$ cat config.mk
export PLATFORM = sky130hd
export DESIGN_NAME = pdm_dac
export DESIGN_NICKNAME = d
export VERILOG_FILES = /design/src/rtl/audio_pkg.sv /design/src/rtl/dsm1.sv /design/src/rtl/pdm_dac.sv
export SDC_FILE = /design/constraint.sdc
export NUM_CORES = 1
export LEC_CHECK = 0
export BUFFER_PORTS_ARGS = -buffer_cell sky130_fd_sc_hd__buf_2
export CAP_MARGIN = 20
export CORE_ASPECT_RATIO = 1.1
export CORE_UTILIZATION = 59
export DETAILED_ROUTE_END_ITERATION = 7
export GPL_ROUTABILITY_DRIVEN = 0
export GPL_TIMING_DRIVEN = 0
export PLACE_DENSITY = 0.86
export SETUP_SLACK_MARGIN = 0.4
export SKIP_CTS_REPAIR_TIMING = 1
export SYNTH_ARGS = -nofsm -noshare
export SYNTH_HDL_FRONTEND = slang
export SYNTH_SLANG_ARGS = --single-unit
$ cat constraint.sdc
create_clock -name clk -period 4.55 [get_ports clk]
set_input_delay 0.2275 -clock clk [delete_from_list [all_inputs] [get_ports clk]]
set_output_delay 0.2275 -clock clk [all_outputs]
set_load 0.05 [all_outputs]
$ cat src/rtl/audio_pkg.sv
// Shared audio-path definitions: sample width, sample type and the
// output-stage state encoding.
package audio_pkg;

  localparam int SAMPLE_W = 16;

  typedef logic [SAMPLE_W-1:0] sample_t;

  typedef enum logic [1:0] {
    IDLE  = 2'd0,
    PRIME = 2'd1,
    RUN   = 2'd2
  } state_t;

  localparam logic [7:0] URUN_MAX = 8'hFF;

endpackage

$ cat src/rtl/dsm1.sv
// First-order error-feedback delta-sigma modulator. The carry out of the
// phase accumulator is the output bit, so the ones density is active/2^WIDTH.
module dsm1
  import audio_pkg::*;
#(
  parameter int WIDTH = SAMPLE_W
) (
  input  logic             clk,
  input  logic             rst,
  input  logic             run,
  input  logic [WIDTH-1:0] active,
  output logic             pdm_out
);

  logic [WIDTH-1:0] acc_q, acc_d;
  logic             pdm_q, pdm_d;
  logic [WIDTH:0]   sum;

  // Accumulate while running; hold the accumulator and output at zero otherwise.
  always_comb begin
    sum   = {1'b0, acc_q} + {1'b0, active};
    acc_d = '0;
    pdm_d = 1'b0;
    if (run) begin
      acc_d = sum[WIDTH-1:0];
      pdm_d = sum[WIDTH];
    end
  end

  // Accumulator and output bit registers.
  always_ff @(posedge clk) begin
    if (rst) begin
      acc_q <= '0;
      pdm_q <= 1'b0;
    end else begin
      acc_q <= acc_d;
      pdm_q <= pdm_d;
    end
  end

  assign pdm_out = pdm_q;

endmodule

$ cat src/rtl/pdm_dac.sv
// PDM output stage: one-entry input buffer, programmable sample timer,
// sequencing FSM and underrun accounting around a first-order modulator.
//
//   state | meaning
//   IDLE  | enable low; modulator cleared, timer held at div, buffer still accepts
//   PRIME | enabled, waiting for the first tick that finds a buffered sample
//   RUN   | streaming; empty-buffer ticks are underruns
module pdm_dac
  import audio_pkg::*;
#(
  parameter int WIDTH = SAMPLE_W,
  parameter int DIV_W = 8
) (
  input  logic             clk,
  input  logic             rst,
  input  logic             enable,
  input  logic [DIV_W-1:0] div,
  input  logic [WIDTH-1:0] din,
  input  logic             din_valid,
  output logic             din_ready,
  output logic             pdm_out,
  output logic             sample_tick,
  output logic             underrun,
  output logic [7:0]       underrun_cnt
);

  localparam logic [DIV_W-1:0] CNT_ONE = DIV_W'(1);

  state_t           state_q, state_d, state_eff;
  logic [DIV_W-1:0] cnt_q, cnt_d, cnt_eff;
  logic [WIDTH-1:0] buf_q, buf_d;
  logic [WIDTH-1:0] active_q, active_d;
  logic             buf_full_q, buf_full_d;
  logic             sample_tick_q, sample_tick_d;
  logic             underrun_q, underrun_d;
  logic [7:0]       underrun_cnt_q, underrun_cnt_d;
  logic             tick;
  logic             xfer;

  // Next-state logic for the timer, buffer, FSM and underrun accounting.
  always_comb begin
    // The cycle enable is first seen already behaves as PRIME, so the first
    // tick lands exactly div cycles after enable rises.
    state_eff = state_q;
    if (!enable) begin
      state_eff = IDLE;
    end else if (state_q == IDLE) begin
      state_eff = PRIME;
    end

    cnt_eff = (state_q == IDLE) ? div : cnt_q;
    tick    = enable && (cnt_eff == '0);
    xfer    = din_valid && !buf_full_q;

    state_d        = state_eff;
    cnt_d          = div;
    buf_d          = buf_q;
    buf_full_d     = buf_full_q;
    active_d       = active_q;
    sample_tick_d  = 1'b0;
    underrun_d     = underrun_q;
    underrun_cnt_d = underrun_cnt_q;

    if (!enable) begin
      underrun_d     = 1'b0;
      underrun_cnt_d = '0;
    end else begin
      cnt_d = tick ? div : (cnt_eff - CNT_ONE);
      if (tick) begin
        if (buf_full_q) begin
          active_d      = buf_q;
          buf_full_d    = 1'b0;
          sample_tick_d = 1'b1;
          state_d       = RUN;
        end else if (state_eff == RUN) begin
          underrun_d = 1'b1;
          if (underrun_cnt_q != URUN_MAX) begin
            underrun_cnt_d = underrun_cnt_q + 8'd1;
          end
        end
      end
    end

    // Only possible when the buffer is empty, so it never collides with a
    // tick draining a full buffer; a same-cycle empty tick still underruns.
    if (xfer) begin
      buf_d      = din;
      buf_full_d = 1'b1;
    end
  end

  // Control and datapath registers.
  always_ff @(posedge clk) begin
    if (rst) begin
      state_q        <= IDLE;
      cnt_q          <= '0;
      buf_q          <= '0;
      buf_full_q     <= 1'b0;
      active_q       <= '0;
      sample_tick_q  <= 1'b0;
      underrun_q     <= 1'b0;
      underrun_cnt_q <= '0;
    end else begin
      state_q        <= state_d;
      cnt_q          <= cnt_d;
      buf_q          <= buf_d;
      buf_full_q     <= buf_full_d;
      active_q       <= active_d;
      sample_tick_q  <= sample_tick_d;
      underrun_q     <= underrun_d;
      underrun_cnt_q <= underrun_cnt_d;
    end
  end

  // The modulator is fed the next active value so the bit after a tick
  // already reflects the new sample.
  dsm1 #(.WIDTH(WIDTH)) u_dsm1 (
    .clk     (clk),
    .rst     (rst),
    .run     (enable),
    .active  (active_d),
    .pdm_out (pdm_out)
  );

  assign din_ready    = !buf_full_q;
  assign sample_tick  = sample_tick_q;
  assign underrun     = underrun_q;
  assign underrun_cnt = underrun_cnt_q;

endmodule

Word-level counts from Yosys, hierarchy flattened
Index checks and enable logic that the tools add are counted.
{"block": "totals", "ff_bits": 70, "latchBits": 0, "ramBits": 0, "mem_bits_ro": 0, "inputBits": 28, "output_inout_bits": 12, "elab_cells": 45, "mem_count": 0}
{"block": "classes", "n_addsub": 3, "mul": 0, "div": 0, "order_cmp": 0, "n_eq_ne": 2, "n_shift": 0, "mux": 15, "n_bitwise": 3, "n_reduce_logical": 12}
{"op": "$mux 16", "n": 3}
{"op": "$mux 8", "n": 3}
{"op": "$add 16x16->17", "n": 1}
{"op": "$mux 2", "n": 5}
{"op": "$add 8x1->8 const B", "n": 1}
{"op": "$logic_not 8->1", "n": 1}
{"op": "$ne 8x8->1 const B", "n": 1}
{"op": "$sub 8x1->8 const B", "n": 1}
{"op": "$mux 1", "n": 4}
{"op": "$reduce_and 4->1", "n": 1}
{"op": "$reduce_bool 2->1", "n": 2}
{"op": "$not 1->1", "n": 3}
{"op": "$reduce_and 3->1", "n": 1}
{"op": "$reduce_or 3->1", "n": 1}
{"op": "$eq 2x2->1 const B", "n": 1}
{"op": "$logic_and 1x1->1", "n": 2}
{"op": "$logic_not 2->1", "n": 1}
{"op": "$reduce_and 2->1", "n": 1}
{"op": "$reduce_or 2->1", "n": 1}
{"op": "$logic_not 1->1", "n": 1}

Longest topological paths before layout
{"block": "depth", "depth_word": 7, "depth_mapped": 15}

Hierarchy
A second synthesis with hierarchy kept.
{"block": "unflattened", "cells_unflattened": 426, "hier_area_um2": 3762.4}
{"mod": "pdm_dac", "instances": 1, "cells_per_inst": 284, "area_each_um2": 2511.2, "seq_area_each_um2": 1061.0}
{"mod": "dsm1", "instances": 1, "cells_per_inst": 142, "area_each_um2": 1251.2, "seq_area_each_um2": 340.3}

Worst setup path before layout
Ideal clock, no wire load.
{"block": "synth_path", "path_type": "reg-to-reg", "startpoint": "register state_q[1]", "endpoint": "register u_dsm1.acc_q[15]", "setup_ns": 0.072, "t_arrival_ns": 4.154, "slack_ns": 0.324, "path_stages_with_launch": 16, "path_buffers": 3, "synth_period_minus_slack_ns": 4.226, "cell_sequence": "dfxtp_1 > nor2_1 > clkbuf_1 > mux2i_1 > ha_1 > buf_1 > o2111ai_4 > buf_6 > mux2i_1 > inv_1 > ha_1 > a211oi_1 > o21bai_1 > a211o_1 > a221oi_1 > mux2i_1"}
{"block": "synth_via", "elab_chain_cells": 7}
{"element": "from (decl)", "line_no": "pdm_dac.sv:29", "rtl": "state_t state_q, state_d, state_eff;"}
{"element": "from (signal assigned)", "line_no": "pdm_dac.sv:104", "rtl": "state_q <= state_d;"}
{"element": "$logic_not 2->1", "line_no": "pdm_dac.sv:51", "rtl": "cnt_eff = (state_q == IDLE) ? div : cnt_q;"}
{"element": "$mux 8", "line_no": "pdm_dac.sv:51"}
{"element": "$logic_not 8->1", "line_no": "pdm_dac.sv:52", "rtl": "tick = enable && (cnt_eff == '0);"}
{"element": "$logic_and 1x1->1", "line_no": "pdm_dac.sv:52"}
{"element": "$mux 16", "line_no": "pdm_dac.sv:69", "rtl": "if (tick) begin"}
{"element": "$mux 16", "line_no": "pdm_dac.sv:64", "rtl": "if (!enable) begin"}
{"element": "net active_d[1]", "line_no": "pdm_dac.sv:32", "rtl": "logic [WIDTH-1:0] active_q, active_d;"}
{"element": "$add 16x16->17", "line_no": "dsm1.sv:21", "rtl": "sum = {1'b0, acc_q} + {1'b0, active};"}
{"element": "to (signal assigned)", "line_no": "dsm1.sv:33", "rtl": "acc_q <= '0;"}
{"element": "to (signal assigned)", "line_no": "dsm1.sv:36", "rtl": "acc_q <= acc_d;"}
{"element": "to (decl)", "line_no": "dsm1.sv:15", "rtl": "logic [WIDTH-1:0] acc_q, acc_d;"}
The timed path passes the listed nets, and every way through them passes these cells.
A chain may end at the register's enable or synchronous reset.

Worst setup path in the final report
Ends and elaborated chain as after synthesis.

==> results by group <==
Setup path
  • Worst EP required: 4830 ps
  • Worst EP arrival: 4200 ps
  • CP max FO: 10
  • Startpoint Class: flip-flop
  • CP endpoint kind: flip-flop
  • Critical path type: flip-flop to flip-flop

Floorplanning
  • Die width: 77.3 um
  • Overall die height: 84.8 um
  • Core ar.: 5880 sq um
  • Row cnt: 29
  • Starting density of the core: 0.626
  • Boundary pin count: 40
  • Die Area: 6560 sq um

Finish
  • Most common cell after layout, fill and taps aside: dfxtp_1
  • FF+latch area: 1400 sq um
  • Final #Nets: 516
  • Commonest cells after routing, fill and taps aside: dfxtp_1 (70), nand2_1 (55), buf_2 (41), a21oi_1 (38), nor2_1 (25)
  • Share of layout cells above drive strength 1: 0.203
  • Filler cells: 451
  • Non-filler cells, final: 550
  • # diodes: 0
  • Area Growth Syn to Fin: 16.1%
  • Area of the multi-input gates: 2200 sq um

Synth
  • Largest family of logic cells by synthesized area: compound AO/OA/AOI/OAI gates
  • Library cells used by synthesis: 57
  • Post-Syn Nets: 462
  • Leading area contributor after synthesis: dfxtp_1
  • Post-synthesis sequential area ratio: 0.381
  • Top cells by area, synth: dfxtp_1 (38%), ha_1 (6.5%), nand2_1 (5.6%), a21oi_1 (5.2%), mux2_4 (3.7%)
  • Syn. warnings: 0
  • Async SR Flop Fraction: 0
  • Post-synthesis simple-gate area fraction: 0.210
  • Synth Cell Area: 3680 sq um
  • Synth Area in Compound Gates: 0.216
  • Synth top area share: 0.381
  • Main synth FF type: dfxtp_1
  • Gate count of the mapped netlist: 414
  • Synthesized-area fraction occupied by adder cells: 0.0700
  • XOR/XNOR share of the synthesized area: 0.0143
  • EDFF count, synth: 0
  • Post-synthesis register bit count: 70
  • Mux contribution to synthesized area: 0.0768
  • Syn Area/Cell: 8.89 sq um

CTS
  • CTS tree: yes
  • Worst-case clock buffer depth: 2
  • Worst skew pair latency: 360 ps
  • CTS Sinks: 70
  • H-tree level count: 3
  • CTS buffer count: 9
  • Root Buffer: clkbuf_8
  • Reg clk slew, reported paths: 80 ps

Timing
  • Fmax: 0.255 GHz
  • Slew @ Worst Pin: 661 ps
  • TNS Setup: 0 ps
  • Final Hold Violating Endpoints: 0
  • Final-report max-slew violation count: 0
  • Unrepaired setup endpoints after global routing: no
  • Clk_skew: 14.4 ps
  • Period utilization: 0.862
  • Final Setup Violations: 0
  • Min Tclk post-route: 3920 ps
  • Max-slew headroom: 0.556

Route
  • Routed vias: 3384
  • Initial DRT Pass Iterations: 5
  • 1st-iter DRT viols: 169
  • Antenna-violating nets left: 0
  • DRC Markers: 0
  • Detailed Route WL: 9250 um
  • Wire length per cell: 16.8 um
  • Vias/cell: 6.15

Flow run
  • Max Cap Viol: 0

Global routing
  • Largest net degree at the start of global routing: 14
  • Vias in the first global route: 3210
  • Remaining Overflow, GRT: 0
  • GRT Total Usage: 0.281
  • First-pass GRT wire length: 14400 um
  • Initial antenna violation count: 0

Placed design
  • Inst Count DP: 530
  • Port Buffers: 39
  • DPL Wire Length: 6260 um

Run status
  • Outcome: completed

Power
  • PwrDens: 299 nW/um^2
  • Pleak: 1.83 nW
  • Worst VDD drop: 0.000231 V
  • Power Total: 1.28 mW

Min path
  • Min-delay worst type: input port to flip-flop
[final cells by class]
cell class / instances / area share
Clock buffer: 10 / 0.0322
Sequential cell: 70 / 0.328
Timing Repair Buffer: 43 / 0.0556
Tap cell: 77 / 0.0225
Multi-Input combinational cell: 315 / 0.516
Buffer: 17 / 0.0193
Inverter: 12 / 0.0105
Clock inverter: 6 / 0.0161
[state kept, by name, indices dropped and copies added (netlist names)]
| name | cells |
|---|---|
| u_dsm1.acc_q | 16 |
| buf_full_q | 1 |
| buf_q | 16 |
| state_q | 2 |
| underrun | 1 |
| underrun_cnt | 8 |
| active_q | 16 |
| cnt_q | 8 |
| sample_tick | 1 |
| u_dsm1.pdm_out | 1 |
[worst max-delay path, cell delays in order (launching register included)]
cell and delay [ps]:
dfxtp_1 400, nor2_4 210, buf_4 230, mux2i_4 270
ha_1 160, clkbuf_2 200, o2111ai_4 200, buf_8 230
mux2i_4 230, inv_1 70, ha_1 310, a211oi_2 280
o21bai_1 170, a211o_1 380, a221oi_2 270, mux2i_1 220
[cell usage after synthesis (3+ instances only)]
master / count
or4_1: 4
a21o_1: 9
mux2_4: 9
xnor2_1: 3
o21ai_0: 16
o31ai_1: 3
mux2_2: 6
a211oi_1: 11
mux2i_1: 8
xor2_1: 3
inv_1: 12
o211ai_1: 3
nor2_1: 26
or3_1: 7
nand2b_1: 4
o211a_1: 3
dfxtp_1: 70
a221oi_1: 4
nor3_1: 7
nor2b_1: 16
a21oi_1: 38
ha_1: 19
o21a_1: 5
a31oi_1: 3
nand3_1: 10
nor4_1: 4
clkbuf_1: 12
or2_2: 4
nand2_1: 55
[metal layers]
metal | wire length (um) | global-route usage | vias up
met5 | 0 | 0 | -
met4 | 325 | 0.168 | 0
met3 | 433 | 0.0538 | 28
met2 | 4730 | 0.495 | 126
met1 | 3760 | 0.313 | 1616
li1 | - | - | 1614
[stage by stage]
stage / hold slack, ps / area (sq um) / setup slack (ps) / utilization
2_1_floorplan: 363 / 3680 / 449 / -
3_3_place_gp: 444 / 3970 / -143 / 0.676
3_5_place_dp: 446 / 3970 / -319 / 0.676
4_1_cts: 93.3 / 4180 / -379 / 0.711
5_1_grt: 97.6 / 4270 / 402 / 0.727
6_report: 103 / 4270 / 630 / 0.727
[cells by family (layout without fill, tap and decap cells)]
group,after synthesis,after routing
mux,23,23
compound gates,114,114
simple gates,152,152
flops,70,70
xor+xnor,6,6
buf+inv,29,88
fa+ha+maj,20,20
[worst paths after layout]
path                                  from          endpoint  slack (ps)  cells after the start
worst min-delay path               din[14]         buf_q[14]         100                      3
worst max register to register  state_q[1]  u_dsm1.acc_q[15]         630                     15
worst max-delay path            state_q[1]  u_dsm1.acc_q[15]         630                     15
worst min register to register    buf_q[3]          buf_q[3]         460                      2
[report_power, final]
part	internal [mW]	switching, mW
Sequential	0.627	0.0129
Combinational	0.0420	0.0702
Clock	0.271	0.253
Power figures use the tool's default switching activity.
